[config.mk]
export PLATFORM = sky130hd
export DESIGN_NAME = monitoreo_multicanal
export DESIGN_NICKNAME = d
export VERILOG_FILES = /design/src/rtl/monitoreo_pkg.sv /design/src/rtl/monitor_canal.sv /design/src/rtl/monitoreo_multicanal.sv
export SDC_FILE = /design/constraint.sdc
export NUM_CORES = 1
export LEC_CHECK = 0
export ABC_AREA = 1
export BUFFER_PORTS_ARGS = -buffer_cell sky130_fd_sc_hd__buf_2
export CORE_MARGIN = 1
export CORE_UTILIZATION = 60
export DETAILED_ROUTE_END_ITERATION = 16
export PLACE_DENSITY = 0.91
export SLEW_MARGIN = 20
export SYNTH_ARGS = -nofsm -noshare
export SYNTH_HDL_FRONTEND = slang
export SYNTH_SLANG_ARGS = --single-unit
[constraint.sdc]
create_clock -name clk -period 2.71 [get_ports clk]
set_input_delay 0.4065 -clock clk [delete_from_list [all_inputs] [get_ports clk]]
set_output_delay 0.4065 -clock clk [all_outputs]
set_load 0.02 [all_outputs]
[src/rtl/monitoreo_pkg.sv]
// Shared types and default parameters for the multichannel temperature monitor.
package monitoreo_pkg;

  localparam int unsigned NCH_DEF      = 4;
  localparam int unsigned W_DEF        = 11;
  localparam int unsigned N_PERS_DEF   = 5;
  localparam int          HYST_DEF     = 20;
  localparam int          TEMP_MIN_DEF = -400;
  localparam int          TEMP_MAX_DEF = 1000;

  typedef enum logic [1:0] {
    NORMAL   = 2'b00,
    FRIO     = 2'b01,
    CALIENTE = 2'b10,
    FALLA    = 2'b11
  } estado_t;

  // CLS_NINGUNO covers samples inside a hysteresis band (no class of interest)
  typedef enum logic [2:0] {
    CLS_NINGUNO = 3'd0,
    CLS_RETORNO = 3'd1,
    CLS_BAJO    = 3'd2,
    CLS_ALTO    = 3'd3,
    CLS_FUERA   = 3'd4
  } clase_t;

endpackage

[src/rtl/monitor_canal.sv]
// One sensor channel: sample classifier, persistence counter and thermostat FSM.
module monitor_canal
  import monitoreo_pkg::*;
#(
  parameter int unsigned W        = W_DEF,
  parameter int unsigned N_PERS   = N_PERS_DEF,
  parameter int          HYST     = HYST_DEF,
  parameter int          TEMP_MIN = TEMP_MIN_DEF,
  parameter int          TEMP_MAX = TEMP_MAX_DEF
) (
  input  logic                clk,
  input  logic                arst_n,
  input  logic signed [W-1:0] temp,
  input  logic                valido,
  input  logic                limpiar,
  input  logic                congelar,
  input  logic                borrar,
  input  logic signed [W-1:0] umbral_bajo,
  input  logic signed [W-1:0] umbral_alto,
  output logic                calefactor,
  output logic                ventilador,
  output logic                alerta,
  output estado_t             estado
);

  localparam int unsigned CW = $clog2(N_PERS + 1);
  localparam int unsigned XW = W + 2;
  localparam logic [CW-1:0]        CNT_MAX = CW'(N_PERS);
  localparam logic signed [XW-1:0] LIM_MIN = XW'(TEMP_MIN);
  localparam logic signed [XW-1:0] LIM_MAX = XW'(TEMP_MAX);
  localparam logic signed [XW-1:0] HYST_X  = XW'(HYST);

  logic signed [XW-1:0] t_x, bajo_x, alto_x, ret_lo, ret_hi;
  clase_t               clase, clase_q, clase_d;
  logic [CW-1:0]        cnt_q, cnt_d, cnt_run;
  estado_t              estado_d;
  logic                 cal_d, ven_d, ale_d;

  // Widened operands so threshold +/- hysteresis cannot wrap
  assign t_x    = XW'(temp);
  assign bajo_x = XW'(umbral_bajo);
  assign alto_x = XW'(umbral_alto);
  assign ret_lo = bajo_x + HYST_X;
  assign ret_hi = alto_x - HYST_X;

  always_comb begin
    clase = CLS_NINGUNO;
    if (t_x < LIM_MIN || t_x > LIM_MAX) clase = CLS_FUERA;
    else if (t_x > alto_x)              clase = CLS_ALTO;
    else if (t_x < bajo_x)              clase = CLS_BAJO;
    else if (t_x >= ret_lo && t_x <= ret_hi) clase = CLS_RETORNO;
  end

  always_ff @(posedge clk or negedge arst_n) begin
    if (!arst_n) begin
      estado     <= NORMAL;
      clase_q    <= CLS_NINGUNO;
      cnt_q      <= '0;
      calefactor <= 1'b0;
      ventilador <= 1'b0;
      alerta     <= 1'b0;
    end else begin
      estado     <= estado_d;
      clase_q    <= clase_d;
      cnt_q      <= cnt_d;
      calefactor <= cal_d;
      ventilador <= ven_d;
      alerta     <= ale_d;
    end
  end

  // Next state and run counter; any state change restarts persistence
  always_comb begin
    estado_d = estado;
    clase_d  = clase_q;
    cnt_d    = cnt_q;
    cnt_run  = cnt_q;
    if (clase != clase_q)   cnt_run = CW'(1);
    else if (cnt_q != CNT_MAX) cnt_run = cnt_q + CW'(1);

    if (limpiar) begin
      estado_d = NORMAL;
      cnt_d    = '0;
    end else if (valido && !congelar) begin
      clase_d = clase;
      cnt_d   = cnt_run;
      if (estado == FALLA) begin
        if (borrar && clase != CLS_FUERA) estado_d = NORMAL;
      end else if (cnt_run == CNT_MAX) begin
        case (clase)
          CLS_FUERA:   estado_d = FALLA;
          CLS_ALTO:    estado_d = CALIENTE;
          CLS_BAJO:    estado_d = FRIO;
          CLS_RETORNO: estado_d = NORMAL;
          default:     estado_d = estado;
        endcase
      end
      if (estado_d != estado) cnt_d = '0;
    end
  end

  always_comb begin
    cal_d = (estado_d == FRIO);
    ven_d = (estado_d == CALIENTE);
    ale_d = (estado_d == FALLA);
  end

endmodule

[src/rtl/monitoreo_multicanal.sv]
// Multichannel monitor top: threshold sanity flag, channel gating and global alert.
module monitoreo_multicanal
  import monitoreo_pkg::*;
#(
  parameter int unsigned NCH      = NCH_DEF,
  parameter int unsigned W        = W_DEF,
  parameter int unsigned N_PERS   = N_PERS_DEF,
  parameter int          HYST     = HYST_DEF,
  parameter int          TEMP_MIN = TEMP_MIN_DEF,
  parameter int          TEMP_MAX = TEMP_MAX_DEF
) (
  input  logic                     clk,
  input  logic                     arst_n,
  input  logic [NCH-1:0][W-1:0]    temp_entrada,
  input  logic [NCH-1:0]           temp_valido,
  input  logic [NCH-1:0]           habilitar,
  input  logic signed [W-1:0]      umbral_bajo,
  input  logic signed [W-1:0]      umbral_alto,
  input  logic [NCH-1:0]           borrar_falla,
  output logic [NCH-1:0]           calefactor,
  output logic [NCH-1:0]           ventilador,
  output logic [NCH-1:0]           alerta,
  output logic [NCH-1:0][1:0]      estado_actual,
  output logic                     alerta_global,
  output logic                     error_config
);

  always_ff @(posedge clk or negedge arst_n) begin
    if (!arst_n) error_config <= 1'b0;
    else         error_config <= (umbral_bajo >= umbral_alto);
  end

  // OR of registered flags only, so no input reaches it combinationally
  assign alerta_global = |alerta;

  for (genvar i = 0; i < NCH; i++) begin : g_canal
    monitor_canal #(
      .W        (W),
      .N_PERS   (N_PERS),
      .HYST     (HYST),
      .TEMP_MIN (TEMP_MIN),
      .TEMP_MAX (TEMP_MAX)
    ) u_canal (
      .clk         (clk),
      .arst_n      (arst_n),
      .temp        (temp_entrada[i]),
      .valido      (temp_valido[i]),
      .limpiar     (!habilitar[i]),
      .congelar    (error_config),
      .borrar      (borrar_falla[i]),
      .umbral_bajo (umbral_bajo),
      .umbral_alto (umbral_alto),
      .calefactor  (calefactor[i]),
      .ventilador  (ventilador[i]),
      .alerta      (alerta[i]),
      .estado      (estado_actual[i])
    );
  end

endmodule

==> metrics.cfg, run 1 <==
[synthesis]
synth_ff_type = dfrtp_1
ys_seq_elements = 45
synth_top_cell_by_area = ha_1
ys_top_cells_by_count = 270 x nand2_1, 177 x ha_1, 153 x inv_1
synth.most_common_cell = nand2_1
synthArstFlopShare_pct = 100.0
syn_nets = 1440
synth_top_cell_area_share_pct = 27.32
yosysSeqAreaShare_pct = 13.89
synthDistinctLibCells = 44
postSynthCellCount = 1183
synth_warnings = 0
synth.cell_area_um2 = 8105
synthTopCellsByArea = ha_1 27%, dfrtp_1 14%, nand2_1 13%
syn_area_per_cell_um2 = 6.851
synth_edf_count = 0

[global_route]
grt_pass1_wl_mm = 79.75
overflow = 44
grt_usage_pct = 74.76
grt_start_max_net_pins = 46
grt_pass1_vias = 13359

[status]
status = aborted with a tool error
toolErrorMsg = [ERROR GRT-0116] Global routing finished with congestion. Check the congestion regions in the DRC Viewer.
flow.stopped_at = global routing (5_1_grt)

[clocking]
hold_buffers = 0
ctsHtreeMaxLevel = 2
cts_buffer_depth = 2
root_buffer = clkbuf_16
numCtsBuffers = 5
cts_sinks = 45

[die]
ios = 102
start_util_pct = 61.45
row_count = 42
die_w_um = 118.2
die_y_um = 118.2

[place]
dpl.hpwl_mm = 24.25
place.gp.congestion = 1.024
port_buffers = 101
dp.cells = 1649

==> logic make-up after synthesis <==
| family | share of synthesized area (%) |
|---|---|
| AND/OR/NAND/NOR | 33.22 |
| AO/OA/AOI/OAI | 13.89 |
| buffers and inverters | 9.077 |
| adder cells (fa/ha/maj) | 27.32 |
| flip-flops | 13.89 |
| XOR/XNOR | 2.593 |
==> layer usage <==
| metal | global-route usage, % | overflow |
|---|---|---|
| met5 | 25.00 | 1 |
| met4 | 75.24 | 15 |
| met3 | 58.45 | 1 |
| met2 | 91.62 | 26 |
| met1 | 75.02 | 1 |
==> metrics by stage <==
| step | hold slack [ps] | setup slack [ps] | cell area, um2 |
|---|---|---|---|
| 2_1_floorplan | 110.9 | -316.9 | 8154 |
| 4_1_cts | 311.1 | -477.0 | 11490 |
| 3_5_place_dp | 504.7 | -1177 | 10350 |
| 3_3_place_gp | 487.2 | -816.0 | 10350 |
==> what timing repair did <==
action                                  in CTS
endpoints found under the setup margin      35
gates resized for setup                    149
buffers inserted                            27
pin swaps                                   88
==> inputs of run 2 (changes only) <==
--- a/config.mk
+++ b/config.mk
@@ -8,9 +8,9 @@
 export ABC_AREA = 1
 export BUFFER_PORTS_ARGS = -buffer_cell sky130_fd_sc_hd__buf_2
 export CORE_MARGIN = 1
-export CORE_UTILIZATION = 60
+export CORE_UTILIZATION = 40
 export DETAILED_ROUTE_END_ITERATION = 16
-export PLACE_DENSITY = 0.91
+export PLACE_DENSITY_LB_ADDON = 0.15
 export SLEW_MARGIN = 20
 export SYNTH_ARGS = -nofsm -noshare
 export SYNTH_HDL_FRONTEND = slang
==> metrics.cfg, run 2 <==
[status]
status = finished, violations left
violations = negative setup slack

[setup_path]
start_kind = primary input
end_kind = flip-flop
path_buf_inv = 5
cp_top_family = simple AND/OR/NAND/NOR gates
cp_max_fo = 5
arrival_ps = 3380
crit_required_ps = 2880
cp_slowest_cell = ha_1
cp_slowest_stage_delay_ps = 300
critPathKind = in2reg

[timing]
layout_min_cycle_time_ps = 3213
relSlewSlack_pct = 54.13
tightest_slew_ps = 688.0
max_freq_mhz = 311.2
drv_slew = 0
fin_crit_sh_pct = 118.6
rsz0062_at_grt = true
finalSetupTns_ps = -13490
fin_skew_ps = 4.242
finalSetupViolCount = 32
hold_viol = 0
setup_ws_ps = -503.4

[synthesis]
postSynthCellCount = 1183  ; unchanged
yosysSeqAreaShare_pct = 13.89  ; unchanged
synth_compound_area_share_pct = 13.89  ; unchanged
synthTopCellsByArea = ha_1 27%, dfrtp_1 14%, nand2_1 13%
synth-simple-area-share_pct = 33.22  ; unchanged
synth_edf_count = 0  ; unchanged
synthAdderAreaFrac_pct = 27.32  ; unchanged
syn_nets = 1440  ; unchanged
synth_ff_type = dfrtp_1
ys_top_cells_by_count = 270 x nand2_1, 177 x ha_1, 153 x inv_1
synthDistinctLibCells = 44  ; unchanged
synthXorXnorAreaFrac_pct = 2.593  ; unchanged
synth_warnings = 0  ; unchanged
synth.cell_area_um2 = 8105  ; unchanged
synth_top_cell_by_area = ha_1
synth_mux_area_share_pct = 0  ; unchanged
ys_seq_elements = 45  ; unchanged
syn_area_per_cell_um2 = 6.851  ; unchanged
synthArstFlopShare_pct = 100.0  ; unchanged
synth_top_family_by_area = simple AND/OR/NAND/NOR gates
synth_top_cell_area_share_pct = 27.32  ; unchanged
synth.most_common_cell = nand2_1

[die]
die_y_um = 144.4  ; +22%
die_w_um = 144.4  ; +22%
die-area_um2 = 20840
start_util_pct = 41.24  ; -20 points
fp.coreArea_um2 = 19650
ios = 102  ; unchanged
row_count = 51  ; +21%

[drt]
drcViolationCount = 0
wl_met1_mm = 12.20
dr_wl_met3_mm = 1.141
top_layer = met4
vias = 9046
ant_nets = 0
wl_met2_mm = 13.18
routed_wl_mm = 27.53
detail_route.first_pass.iterations = 5
first_iter_violations = 415
via_per_inst = 5.099
wl_per_cell_um = 15.52

[cells_and_area]
final_common_cell = nand2_1
reg.largest.list = g_canal.u_canal.clase_q (12), g_canal.u_canal.cnt_q (12), g_canal.u_canal.estado (8)
nets = 1767
area.growth.synth_to_final_pct = 39.63
layout_common_cells = 251 x nand2_1, 222 x buf_4, 171 x ha_1
fin_cells = 1774
diodes = 0
drive_gt1_share_pct = 33.13

[global_route]
grt_pass1_vias = 8619
antenna_found_initial = 0
overflow = 0
grt_pass1_wl_mm = 42.80
grt_usage_pct = 26.87
grt_start_max_net_pins = 29

[flow_run]
maxCapViolations = 0

[place]
port_buffers = 101  ; unchanged
dpl.hpwl_mm = 22.72  ; -6.3%
place.gp.congestion = 0.9289  ; -9.3%
dp.cells = 1744  ; +5.8%

[clocking]
cts_buffer_depth = 2  ; unchanged
root_buffer = clkbuf_16
ctsHtreeMaxLevel = 2  ; unchanged
clock_latency_ps = 280
clk_pin_slew_ps = 60
cts_sinks = 45  ; unchanged
cts_tree = yes
numCtsBuffers = 5  ; unchanged

[hold_path]
min_path_type = in2async

[power]
leakagePower_uw = 0.006165
peakVddDrop_mv = 0.2696
power_density_nw_per_um2 = 315.4

==> run 2: cell counts after synthesis <==
No cell type changed its count.
==> run 2: routing by layer <==
layer / vias up / track usage, %
met4: 0 / 9.861
met1: 4126 / 33.49
met5: - / 0
met3: 58 / 2.781
met2: 200 / 47.49
li1: 4662 / -
==> run 2: kinds of logic after synthesis <==
group	count (synthesis)
buffers and inverters	184
AND/OR/NAND/NOR	568
adder cells (fa/ha/maj)	177
AO/OA/AOI/OAI	185
flip-flops	45
XOR/XNOR	24
==> run 2: worst reg2reg max path: cells and delay by family, from the launching register on <==
kind	cells	cell delay (ps)
and+or+nand+nor	10	1110
DFF	1	430
adders and majority gates	1	230
AOI/OAI and AO/OA	1	220
buffers and inverters	2	180
==> run 2: layout make-up <==
| class | count | area [um2] |
|---|---|---|
| Multi-Input combinational cell | 954 | 6729 |
| Inverter | 172 | 658.1 |
| Fill cell | 1960 | 8337 |
| Tap cell | 265 | 331.6 |
| Sequential cell | 45 | 1126 |
| Clock inverter | 1 | 5.005 |
| Clock buffer | 5 | 125.1 |
| Timing Repair Buffer | 332 | 2342 |
==> run 2: worst paths after layout <==
kind | from | end | slack [ps] | cells past startpoint
hold reg to reg | g_canal[3].u_canal.clase_q[1] | g_canal[3].u_canal.clase_q[1] | 520 | 2
setup / recovery | umbral_alto[3] | g_canal[2].u_canal.cnt_q[1] | -500 | 25
min in group clk | habilitar[0] | g_canal[0].u_canal.cnt_q[2] | 490 | 5
hold / removal | arst_n | g_canal[2].u_canal.clase_q[0] | 160 | 1
max in group asynchronous | arst_n | g_canal[1].u_canal.ventilador | 1920 | 2
setup reg to reg | g_canal[0].u_canal.cnt_q[0] | g_canal[0].u_canal.cnt_q[2] | 420 | 14
==> run 2: through the flow <==
step                utilization [%]  hold WS (ps)  total power (uW)  instance area (um2)  worst slack [ps]
detailed placement            53.39         494.5              2772                10490             -1008
CTS                           56.37         195.7              3503                11080            -426.0
floorplan                         -         110.9              1876                 8154            -316.9
global placement              53.39         490.2              2737                10490            -934.6
global route                  57.58         230.5              3865                11320            -722.9
finish                        57.58         155.6              3570                11320            -503.4
==> run 2: timing repair <==
action,CTS,global route
endpoints found under the setup margin,34,36
resized for setup,72,51
buffers inserted,22,5
hold endpoints to repair,0,0
pin swaps,51,47
hold buffers,0,0
==> run 2: where the power goes <==
group          leakage, uW  switching [uW]  internal [uW]  total, uW
sequential        0.000605            62.8            735        798
combinational      0.00549            1200           1010       2200
clock            0.0000655             239            330        569
Power figures use the tool's default switching activity.
==> inputs of run 3 (changes only) <==
--- a/config.mk
+++ b/config.mk
@@ -11,6 +11,7 @@
 export CORE_UTILIZATION = 40
 export DETAILED_ROUTE_END_ITERATION = 16
 export PLACE_DENSITY_LB_ADDON = 0.15
+export SKIP_CTS_REPAIR_TIMING = 1
 export SLEW_MARGIN = 20
 export SYNTH_ARGS = -nofsm -noshare
 export SYNTH_HDL_FRONTEND = slang
==> constraint.sdc (replaced) <==
create_clock -name clk -period 2.71 [get_ports clk]
set_input_delay 0.4065 -clock clk [delete_from_list [all_inputs] [get_ports clk]]
set_output_delay 0.4065 -clock clk [all_outputs]
set_load 0.1 [all_outputs]
==> metrics.cfg, run 3 (synthesis results as in run 2) <==
[status]
status = finished, violations left
violations = negative setup slack

[clocking]
cts_sinks = 45  ; unchanged
ctsHtreeMaxLevel = 2  ; unchanged
clock_latency_ps = 290  ; about the same
root_buffer = clkbuf_16
clk_pin_slew_ps = 60  ; about the same
cts_buffer_depth = 2  ; unchanged
numCtsBuffers = 5  ; unchanged
cts_tree = yes

[timing]
setup_ws_ps = -502.9  ; +0.5510 ps
layout_min_cycle_time_ps = 3213  ; -0.5510 ps
relSlewSlack_pct = 59.80  ; +5.7 points
drv_slew = 0  ; unchanged
fin_skew_ps = 4.441  ; +0.1991 ps
holdWs_ps = 185.0  ; +29.37 ps
finalSetupViolCount = 32  ; unchanged
finalSetupTns_ps = -14120  ; -632.8 ps
hold_viol = 0  ; unchanged
fin_crit_sh_pct = 118.6  ; about the same
rsz0062_at_grt = true
max_freq_mhz = 311.2  ; about the same
tightest_slew_ps = 603.0  ; -85.07 ps

[die]
die-area_um2 = 20840  ; unchanged
start_util_pct = 41.24  ; unchanged
die_w_um = 144.4  ; unchanged
row_count = 51  ; unchanged
die_y_um = 144.4  ; unchanged
ios = 102  ; unchanged
fp.coreArea_um2 = 19650  ; unchanged

[hold_path]
min_path_type = in2async

[cells_and_area]
diodes = 0  ; unchanged
drive_gt1_share_pct = 33.40  ; +0.27 points
nets = 1765  ; -0.11%
final_common_cell = nand2_1
layout_common_cells = 252 x nand2_1, 216 x buf_4, 165 x ha_1
area.growth.synth_to_final_pct = 41.59
reg.largest.list = g_canal.u_canal.clase_q (12), g_canal.u_canal.cnt_q (12), g_canal.u_canal.estado (8)

[drt]
routed_wl_mm = 27.61  ; +0.29%
detail_route.first_pass.iterations = 4  ; -1
ant_nets = 0  ; unchanged
vias = 9090  ; +0.49%
wl_per_cell_um = 15.56  ; +0.29%
first_iter_violations = 504  ; +21%
via_per_inst = 5.124  ; +0.49%
drcViolationCount = 0  ; unchanged

[power]
p_int_uw = 2116  ; +2.2%
peakVddDrop_mv = 0.2916  ; +8.2%
seqPwrFrac_pct = 21.7  ; -0.6 points
leakagePower_uw = 0.006214  ; +0.80%
pwr-share-comb_pct = 61.0  ; -0.7 points
pwr-share-clk_pct = 17.3  ; +1.4 points
power_density_nw_per_um2 = 320.8  ; +1.7%
swShare_pct = 42.53  ; +0.54 points
netSwitchingPower_uw = 1566  ; +4.4%

[global_route]
overflow = 0  ; unchanged
grt_start_max_net_pins = 46  ; +59%
antenna_found_initial = 0  ; unchanged
grt_usage_pct = 26.25  ; -0.62 points
grt_pass1_vias = 8370  ; -2.9%
grt_pass1_wl_mm = 41.74  ; -2.5%

[setup_path]
r2r_slack_ps = 460  ; +40 ps
arrival_ps = 3390  ; about the same
r2r_cells = 14  ; unchanged
start_kind = primary input
crit_end = g_canal[2].u_canal.cnt_q[0]
end_kind = flip-flop
cp_top_family = simple AND/OR/NAND/NOR gates
path_buf_inv = 6  ; +1
cp_slowest_stage_delay_ps = 260  ; -40 ps
reg2reg_from = g_canal[0].u_canal.cnt_q[0]
critPathKind = in2reg
cp_max_fo = 5  ; unchanged
r2r-end = g_canal[0].u_canal.cnt_q[1]
startpoint = umbral_alto[2]
cp_slowest_cell = ha_4
crit_required_ps = 2890  ; about the same
crit_cells = 27  ; +8.0%

[flow_run]
maxCapViolations = 0  ; unchanged

[place]
dpl.hpwl_mm = 22.73  ; about the same
place.gp.congestion = 0.9463  ; +1.9%
port_buffers = 101  ; unchanged

-- run 3: worst min-delay path by stage --
stage / from / endpoint / slack [ps] / cells past startpoint
5_1_grt: arst_n / g_canal[2].u_canal.clase_q[2] / 250 / 2
4_1_cts: arst_n / g_canal[2].u_canal.clase_q[1] / 230 / 2
3_5_place_dp: g_canal[2].u_canal.clase_q[2] / g_canal[2].u_canal.clase_q[2] / 500 / 2
2_1_floorplan: arst_n / error_config / 110 / 0
6_report: arst_n / g_canal[2].u_canal.clase_q[2] / 180 / 2
3_3_place_gp: g_canal[2].u_canal.clase_q[2] / g_canal[2].u_canal.clase_q[2] / 490 / 2
-- run 3: power by group through the flow --
stage          combinational [uW]  clock, uW  sequential [uW]
4_1_cts                      2020        644              794
2_1_floorplan                1080          0              805
3_3_place_gp                 1970          0              803
6_report                     2250        637              799
3_5_place_dp                 2000          0              804
5_1_grt                      2500        673              808
-- run 3: layout make-up --
cell class	instances	area [um2]
clock inverters	2	13.76
fillers	1917	8178
repair buffers	330	2367
flip-flops and latches	45	1126
well taps	265	331.6
clock buffers	6	138.9
inverters	172	660.6
multi-input cells	954	6838
-- run 3: metrics by stage --
step | utilization (%) | total power [uW] | worst slack [ps] | instances | instance area, um2
after floorplan | - | 1890 | -357.9 | 1183 | 8154
after detailed placement | 53.85 | 2808 | -1033 | 1751 | 10580
after global placement | 53.85 | 2775 | -939.0 | 1751 | 10580
after global routing | 58.39 | 3979 | -801.6 | 1774 | 11480
final | 58.39 | 3681 | -502.9 | 1774 | 11480
after CTS | 54.62 | 3453 | -758.1 | 1759 | 10740
-- run 3: metal layers --
metal	up-vias	wire length, um	GRT usage, %
met5	-	0	0
met1	4137	12100	32.90
li1	4676	-	-
met4	0	1068	9.640
met3	68	1305	3.609
met2	209	13130	45.47
